==> src/rtl/mem_access_unit.sv <==
// -----------------------------------------------------------------------------
// mem_access_unit
//   Initiator side of the word RAM interface. Accepts one load/store request
//   at a time from the core. It performs byte, halfword and word accesses on a
//   word-addressed RAM. Loads are sign- or zero-extended. Sub-word stores use
//   read-modify-write. Misaligned, out-of-range and bad-funct3 requests finish
//   with an error response and never touch the RAM.
//
// Ports
//   clock, reset        system clock; asynchronous active-high reset
//   req_valid/ready     request handshake (ready only in IDLE)
//   req_write           1 = store, 0 = load
//   req_funct3          RV32I funct3 (LB/LH/LW/LBU/LHU, SB/SH/SW)
//   req_address         byte address
//   req_data            store data (low byte/halfword for SB/SH)
//   resp_valid          one-cycle completion pulse
//   resp_data           extended load result; 0 for stores and errors
//   resp_error          error flag, qualified by resp_valid
//   mem_address         word-aligned RAM address
//   mem_input_data      RAM write data
//   mem_should_write    RAM write enable (RAM writes on negedge)
//   mem_output_data     RAM combinational read data
// -----------------------------------------------------------------------------
module mem_access_unit #(
  parameter int SIZE_WORDS = 32
) (
  input  logic        clock,
  input  logic        reset,
  input  logic        req_valid,
  output logic        req_ready,
  input  logic        req_write,
  input  logic [2:0]  req_funct3,
  input  logic [31:0] req_address,
  input  logic [31:0] req_data,
  output logic        resp_valid,
  output logic [31:0] resp_data,
  output logic        resp_error,
  output logic [31:0] mem_address,
  output logic [31:0] mem_input_data,
  output logic        mem_should_write,
  input  logic [31:0] mem_output_data
);

  typedef enum logic [1:0] {
    ST_IDLE  = 2'd0,
    ST_READ  = 2'd1,
    ST_WRITE = 2'd2,
    ST_RESP  = 2'd3
  } state_t;

  localparam logic [31:0] LP_BYTE_LIMIT = 32'(SIZE_WORDS * 4);

  state_t      r_state;
  state_t      w_next_state;
  logic [31:0] r_addr;
  logic [2:0]  r_funct3;
  logic        r_write;
  logic [15:0] r_data;
  logic        r_error;
  logic [31:0] r_resp_data;
  logic [31:0] r_mem_input_data;
  logic        w_req_error;
  logic        w_req_is_sw;

  // Extract the addressed byte/halfword from a RAM word and extend it.
  function automatic logic [31:0] load_extend(input logic [31:0] word,
                                              input logic [1:0]  lane,
                                              input logic [2:0]  f3);
    logic [7:0]  b;
    logic [15:0] h;
    logic [31:0] res;
    case (lane)
      2'd0:    b = word[7:0];
      2'd1:    b = word[15:8];
      2'd2:    b = word[23:16];
      2'd3:    b = word[31:24];
      default: b = 8'd0;
    endcase
    h = lane[1] ? word[31:16] : word[15:0];
    case (f3)
      3'd0:    res = {{24{b[7]}}, b};
      3'd1:    res = {{16{h[15]}}, h};
      3'd4:    res = {24'd0, b};
      3'd5:    res = {16'd0, h};
      default: res = word;
    endcase
    return res;
  endfunction

  // Insert the low byte/halfword of the store data into a RAM word.
  function automatic logic [31:0] store_merge(input logic [31:0] word,
                                              input logic [15:0] data,
                                              input logic [1:0]  lane,
                                              input logic        half);
    logic [31:0] res;
    res = word;
    if (half) begin
      if (lane[1]) begin
        res[31:16] = data;
      end else begin
        res[15:0] = data;
      end
    end else begin
      case (lane)
        2'd0:    res[7:0]   = data[7:0];
        2'd1:    res[15:8]  = data[7:0];
        2'd2:    res[23:16] = data[7:0];
        2'd3:    res[31:24] = data[7:0];
        default: res = word;
      endcase
    end
    return res;
  endfunction

  // Error classification of the incoming request.
  always_comb begin
    w_req_error = 1'b0;
    w_req_is_sw = req_write && (req_funct3 == 3'd2);
    if (req_write && (req_funct3 > 3'd2)) begin
      w_req_error = 1'b1;
    end else if (!req_write && ((req_funct3 == 3'd3) || (req_funct3[2:1] == 2'b11))) begin
      w_req_error = 1'b1;
    end else if ((req_funct3[1:0] == 2'd1) && req_address[0]) begin
      w_req_error = 1'b1;
    end else if ((req_funct3[1:0] == 2'd2) && (req_address[1:0] != 2'd0)) begin
      w_req_error = 1'b1;
    end else if (req_address >= LP_BYTE_LIMIT) begin
      w_req_error = 1'b1;
    end else begin
      w_req_error = 1'b0;
    end
  end

  // State register.
  always_ff @(posedge clock or posedge reset) begin
    if (reset) begin
      r_state <= ST_IDLE;
    end else begin
      r_state <= w_next_state;
    end
  end

  // Next-state decode.
  always_comb begin
    w_next_state = r_state;
    case (r_state)
      ST_IDLE: begin
        if (req_valid) begin
          if (w_req_error) begin
            w_next_state = ST_RESP;
          end else if (w_req_is_sw) begin
            w_next_state = ST_WRITE;
          end else begin
            w_next_state = ST_READ;
          end
        end else begin
          w_next_state = ST_IDLE;
        end
      end
      ST_READ: begin
        if (r_write) begin
          w_next_state = ST_WRITE;
        end else begin
          w_next_state = ST_RESP;
        end
      end
      ST_WRITE: w_next_state = ST_RESP;
      ST_RESP:  w_next_state = ST_IDLE;
      default:  w_next_state = ST_IDLE;
    endcase
  end

  // Request latch and datapath registers; every value entering RESP is
  // written on the edge that enters RESP so resp_data holds until then.
  always_ff @(posedge clock or posedge reset) begin
    if (reset) begin
      r_addr           <= 32'd0;
      r_funct3         <= 3'd0;
      r_write          <= 1'b0;
      r_data           <= 16'd0;
      r_error          <= 1'b0;
      r_resp_data      <= 32'd0;
      r_mem_input_data <= 32'd0;
    end else begin
      case (r_state)
        ST_IDLE: begin
          if (req_valid) begin
            r_addr   <= req_address;
            r_funct3 <= req_funct3;
            r_write  <= req_write;
            r_data   <= req_data[15:0];
            r_error  <= w_req_error;
            if (w_req_error) begin
              r_resp_data <= 32'd0;
            end else if (w_req_is_sw) begin
              r_mem_input_data <= req_data;
            end
          end
        end
        ST_READ: begin
          if (r_write) begin
            r_mem_input_data <= store_merge(mem_output_data, r_data, r_addr[1:0], r_funct3[0]);
          end else begin
            r_resp_data <= load_extend(mem_output_data, r_addr[1:0], r_funct3);
          end
        end
        ST_WRITE: r_resp_data <= 32'd0;
        ST_RESP:  r_resp_data <= r_resp_data;
        default:  r_resp_data <= r_resp_data;
      endcase
    end
  end

  // Outputs are decoded straight from flops, so the write strobe is glitch-free
  // and drops as soon as reset is asserted.
  assign req_ready        = (r_state == ST_IDLE);
  assign resp_valid       = (r_state == ST_RESP);
  assign resp_error       = (r_state == ST_RESP) && r_error;
  assign resp_data        = r_resp_data;
  assign mem_address      = {r_addr[31:2], 2'b00};
  assign mem_input_data   = r_mem_input_data;
  assign mem_should_write = (r_state == ST_WRITE);

endmodule
==> config.mk <==
export PLATFORM = sky130hd
export DESIGN_NAME = mem_access_unit
export DESIGN_NICKNAME = d
export VERILOG_FILES = /design/src/rtl/mem_access_unit.sv
export SDC_FILE = /design/constraint.sdc
export NUM_CORES = 1
export LEC_CHECK = 0
export ABC_AREA = 1
export BUFFER_PORTS_ARGS = -buffer_cell sky130_fd_sc_hd__buf_2
export CORE_MARGIN = 8
export CORE_UTILIZATION = 50
export CTS_BUF_LIST = sky130_fd_sc_hd__clkbuf_4
export DETAILED_ROUTE_END_ITERATION = 16
export PLACE_DENSITY = 0.77
export REMOVE_ABC_BUFFERS = 1
export SYNTH_ARGS = -nofsm -noshare
export SYNTH_HDL_FRONTEND = slang
export SYNTH_SLANG_ARGS = --single-unit
==> constraint.sdc <==
create_clock -name clock -period 5.2 [get_ports clock]
set_input_delay 1.04 -clock clock [delete_from_list [all_inputs] [get_ports clock]]
set_output_delay 1.04 -clock clock [all_outputs]
set_load 0.02 [all_outputs]
After elaboration in Yosys (flattened, before gate mapping)
Index checks and enable logic that the tools add are counted.
Widths: inputs -> output; s select.
{"block": "word_totals", "ff_bits": 119, "input_bits": 103, "output_inout_bits": 100, "wordCells": 76}
{"block": "classes", "n_lt_le_gt_ge": 2, "n_eq_ne": 20, "mux": 29, "bitwise": 1, "n_reduce_logical": 16}
{"cell": "$mux 32", "count": 8}
{"cell": "$pmux 32 s4", "count": 1}
{"cell": "$pmux 32 s3", "count": 1}
{"cell": "$pmux 32 s2", "count": 1}
{"cell": "$mux 16", "count": 3}
{"cell": "$ge 32x8->1 const B", "count": 1}
{"cell": "$mux 8", "count": 4}
{"cell": "$pmux 8 s4", "count": 1}
{"cell": "$eq 2x2->1 const B", "count": 6}
{"cell": "$ne 2x2->1 const B", "count": 4}
{"cell": "$pmux 2 s4", "count": 1}
{"cell": "$eq 2x1->1 const B", "count": 3}
{"cell": "$eq 3x2->1 const B", "count": 2}
{"cell": "$eq 3x3->1 const B", "count": 2}
{"cell": "$logic_and 1x1->1", "count": 6}
{"cell": "$mux 1", "count": 6}
{"cell": "$mux 2", "count": 3}
{"cell": "$reduce_and 5->1", "count": 1}
{"cell": "$logic_not 2->1", "count": 2}
{"cell": "$ne 2x1->1 const B", "count": 2}
{"cell": "$reduce_and 4->1", "count": 1}
{"cell": "$reduce_bool 2->1", "count": 2}
{"cell": "$eq 3x1->1 const B", "count": 1}
{"cell": "$gt 3x2->1 const B", "count": 1}
{"cell": "5 further kinds", "count": 5}

Longest topological paths before layout
{"block": "logic_depth", "word_depth": 9, "mapped_depth": 11}

Least setup slack after synthesis
No wires, ideal clock.
{"block": "synth_timing", "kind": "in2reg", "from": "input req_funct3[1]", "to": "register r_mem_input_data[0] (netlist: mem_input_data[0])", "t_arrival_ns": 1.988, "t_required_ns": 5.083, "slack_ns": 3.095, "stages": 8, "cell_sequence": "inv_2 nor2_4 nand3_2 a211oi_4 nand2_4 buf_6 nand2_1 nand2_1"}
{"block": "synth_between", "elab_chain_cells": 8, "elab_cells_between_ends": 19, "cone_classes": "order compare (1); eq/ne (7); mux (4); reduce/logical (7)"}
{"element": "start: declaration", "line": "32", "rtl": "input logic [2:0] req_funct3,"}
{"element": "$eq 2x2->1", "line": "125", "rtl": "end else if ((req_funct3[1:0] == 2'd2) && (req_address[1:0] != 2'd0)) begin"}
{"element": "$logic_and 1x1->1", "line": "125"}
{"element": "$mux 1", "line": "125"}
{"element": "$mux 1", "line": "123", "rtl": "end else if ((req_funct3[1:0] == 2'd1) && req_address[0]) begin"}
{"element": "$mux 1", "line": "121", "rtl": "end else if (!req_write && ((req_funct3 == 3'd3) || (req_funct3[2:1] == 2'b11))) begin"}
{"element": "$mux 1", "line": "119", "rtl": "if (req_write && (req_funct3 > 3'd2)) begin"}
{"element": "$ne 2x2->1 (no line)"}
{"element": "$reduce_and 5->1 (no line) *"}
{"element": "end signal: assignment", "line": "196", "rtl": "r_mem_input_data <= req_data;"}
{"element": "end signal: assignment", "line": "202", "rtl": "r_mem_input_data <= store_merge(mem_output_data, r_data, r_addr[1:0], r_funct3[0]);"}
{"element": "end: declaration", "line": "61", "rtl": "logic [31:0] r_mem_input_data;"}
Mark *: on every way between the ends. The rest lies on a longest branch, timed or not.
A chain may end at the register's enable or synchronous reset.

Final worst setup path
{"block": "layout_timing", "from": "register r_state[1]", "to": "register r_mem_input_data[26] (netlist: mem_input_data[26])"}
{"block": "layout_between", "elab_chain_cells": 3, "elab_cells_between_ends": 9, "cone_classes": "eq/ne (5); mux (1); reduce/logical (3)"}
{"element": "start: declaration", "line": "53", "rtl": "state_t r_state;"}
{"element": "start signal: assignment", "line": "139", "rtl": "r_state <= w_next_state;"}
{"element": "$eq 2x1->1 / $logic_not 2->1 (equally long branches)", "line": "185", "rtl": "case (r_state)"}
{"element": "$ne 2x2->1 (no line), or another cell as far along"}
{"element": "$reduce_and 5->1 (no line)"}
Parallel ways exist; a longest one is shown, timed or not.

==> results.yml <==
detailed_routing:
  via_count: 6939
  routed_wl_um: 21800
  drtAntennaViolNets: 0
  wl_met3_um: 2140
  drt-pass1-iter-count: 5
  dr.max_layer_used: "met5"
  drc: 0
  drt-initial-drc-count: 578
  wl_met2_um: 9760
  wl_per_cell_um: 16.7
  m1WireLength_um: 9270
  viasPerCell: 5.31
sta:
  fin_skew_ns: 0.0107
  rsz0062_at_grt: "no"
  worst-slew-pin-transition_ns: 1.03
  relSlewSlack: 0.309
  fin_tns_setup_ns: 0
  slew_viol_final: 0
  setup_viol: 0
  hold_violations: 0
  fin_crit_sh: 0.598
  worst_slack_ns: 2.09
  fmax_mhz: 321
  fin_crit_ns: 3.11
finish:
  area_growth_pct: 14.4
  final_util: 0.586
  instances_no_fill: 1307
  design_area_sq_um: 8160
  n_fill_cell: 1384
  drive_gt1_frac: 0.254
  multi_input_area_sq_um: 3380
  regArea_sq_um: 2980
  fin_nets: 1220
cts:
  htree_levels: 4
  clock_path_buffers: 2
  cts_tree: "yes"
  cts.sink_count: 119
  cts_buffers: 17
  cts-resized-gates: 0
  ctsHoldBuffers: 0
  cts_root_buffer: "clkbuf_4"
  post_cts_buffers: 0
  clk_latency_ns: 0.54
  clk_pin_slew_worst_paths_ns: 0.10
yosys:
  synthArstFlopShare: 1.00
  synth-edff-count: 0
  synth_top_area_frac: 0.417
  ys_seq_area_frac: 0.417
  synth_flop_cell: "dfrtp_1"
  ys_top_cells_by_area: "dfrtp_1 42%, nand2_1 20%, o21ai_0 6.2%"
  syn_area_sq_um: 7130
  post-synth-top-count-cell: "nand2_1"
  synth.distinct_cells: 33
  syn_inst: 981
  yosys.area.top_type: "dfrtp_1"
  synth_common_cells: "379 x nand2_1, 119 x dfrtp_1, 89 x o21ai_0, 60 x nand3_1, 43 x a21oi_1"
  yosys_warnings: 0
  syn_avg_cell_area_sq_um: 7.27
  ys_ff_latch: 119
die:
  num_rows: 43
  coreArea_sq_um: 13900
  fp.dieArea_sq_um: 18300
  die_x_um: 135
  pin_count: 203
  start_util: 0.512
  dieHeight_um: 135
critical_path:
  crit_slowest_cell: "a211oi_4"
  setup.worst_path.end_class: "register"
  path_common_cell: "nand2_1"
  crit_required_ns: 5.62
  slowest_delay_ns: 0.77
  critPathLaunchType: "register"
  path_cells: "inv_1, ha_2, inv_2, nor2_1, a211oi_4, buf_4, nand2_4, nand2_1, nand2_1"
  path_max_fanout: 45
  critPathKind: "reg -> reg"
  arrival_ns: 3.53
grt:
  grt_max_degree: 77
  grt-ovfl-total: 0
  first_global_vias: 6828
  grt_usage: 0.241
  antenna_found_initial: 3
  grt_pass1_wl_um: 35000
place:
  place_area_sq_um: 7830
  place_ws_ns: 2.08
  gp_congestion: 0.854
  portBuffers: 200
  place_inst: 1274
  place_hpwl_um: 15400
power:
  ir_drop_mv: 0.399
  powerDensity_nw_per_um2: 664
  p_leak_nw: 4.36
hold_path:
  hold_class: "reg -> reg"
job:
  drv_cap: 0
status:
  status: "complete, no violations"
-- final timing paths --
kind / startpoint / end / slack [ns] / depth (start not counted)
max: r_state[1]$_DFF_PP0_ / mem_input_data[26]$_DFFE_PP0P_ / 2.09 / 9
min reg2reg: mem_input_data[4]$_DFFE_PP0P_ / mem_input_data[4]$_DFFE_PP0P_ / 0.47 / 2
max reg2reg: r_state[1]$_DFF_PP0_ / mem_input_data[26]$_DFFE_PP0P_ / 2.09 / 9
min in group asynchronous: reset / r_addr[6]$_DFFE_PP0P_ / 0.70 / 2
max in group asynchronous: reset / resp_data[18]$_DFFE_PP0P_ / 3.37 / 3
min: mem_input_data[4]$_DFFE_PP0P_ / mem_input_data[4]$_DFFE_PP0P_ / 0.47 / 2
-- flip-flops by register name (all words and copies together), names as in the netlist --
signal and cells:
r_funct3 3, mem_input_data 32, r_write 1, resp_data 32
r_addr 32, r_state 2, r_error 1, r_data 16
-- worst max-delay path, delay by kind of cell, from the launching register on --
kind	cells	cell delay [ns]
buf+inv	3	1.02
compound gates	1	0.77
simple gates	4	0.63
flops	1	0.38
fa+ha+maj	1	0.18
-- kinds of logic after synthesis --
family	share of synthesized area
buffers and inverters	0.110
AND/OR/NAND/NOR	0.304
other	0.000526
adder cells (fa/ha/maj)	0.00702
AO/OA/AOI/OAI	0.161
flip-flops	0.417
-- layer usage --
layer,up-vias,global-route usage
met1,3141,0.301
met2,325,0.373
li1,3424,-
met5,-,0
met4,4,0.0962
met3,45,0.0864
-- power by group --
group | internal, mW | total, mW | switching (mW)
sequential | 1.34 | 1.60 | 0.259
combinational | 0.913 | 3.04 | 2.13
clock | 0.430 | 0.772 | 0.342
total | 2.69 | 5.42 | 2.73
-- layout make-up --
type | count | share of cell area
diodes | 2 | 0.000613
clock buffers | 19 | 0.0175
clock inverters | 12 | 0.0224
inverters | 48 | 0.0233
multi-input cells | 720 | 0.415
flip-flops and latches | 119 | 0.365
well taps | 180 | 0.0276
repair buffers | 207 | 0.129
-- cell usage in the layout, fill, tap and decap left out, types with 3 or more instances in the layout --
cell and n:
a21oi_1 43, a22oi_1 6, a31oi_1 7, buf_2 200, buf_4 7, bufinv_16 5
clkbuf_4 19, clkinv_1 4, dfrtp_1 119, ha_1 3, inv_1 40, inv_2 5
nand2_1 378, nand2_2 3, nand2_4 3, nand3_1 60, nand3_2 13, nor2_1 29
o211ai_1 23, o21ai_0 89, o21ai_1 34, or2_2 15
-- metrics by stage --
step | power, mW | hold slack, ns
after floorplan | 3.67 | 0.450
after global placement | 4.60 | 0.452
after detailed placement | 4.65 | 0.454
after CTS | 5.44 | 0.478
after global routing | 5.88 | 0.502
final | 5.42 | 0.473
Note: power is estimated with default switching activity, not from simulation.
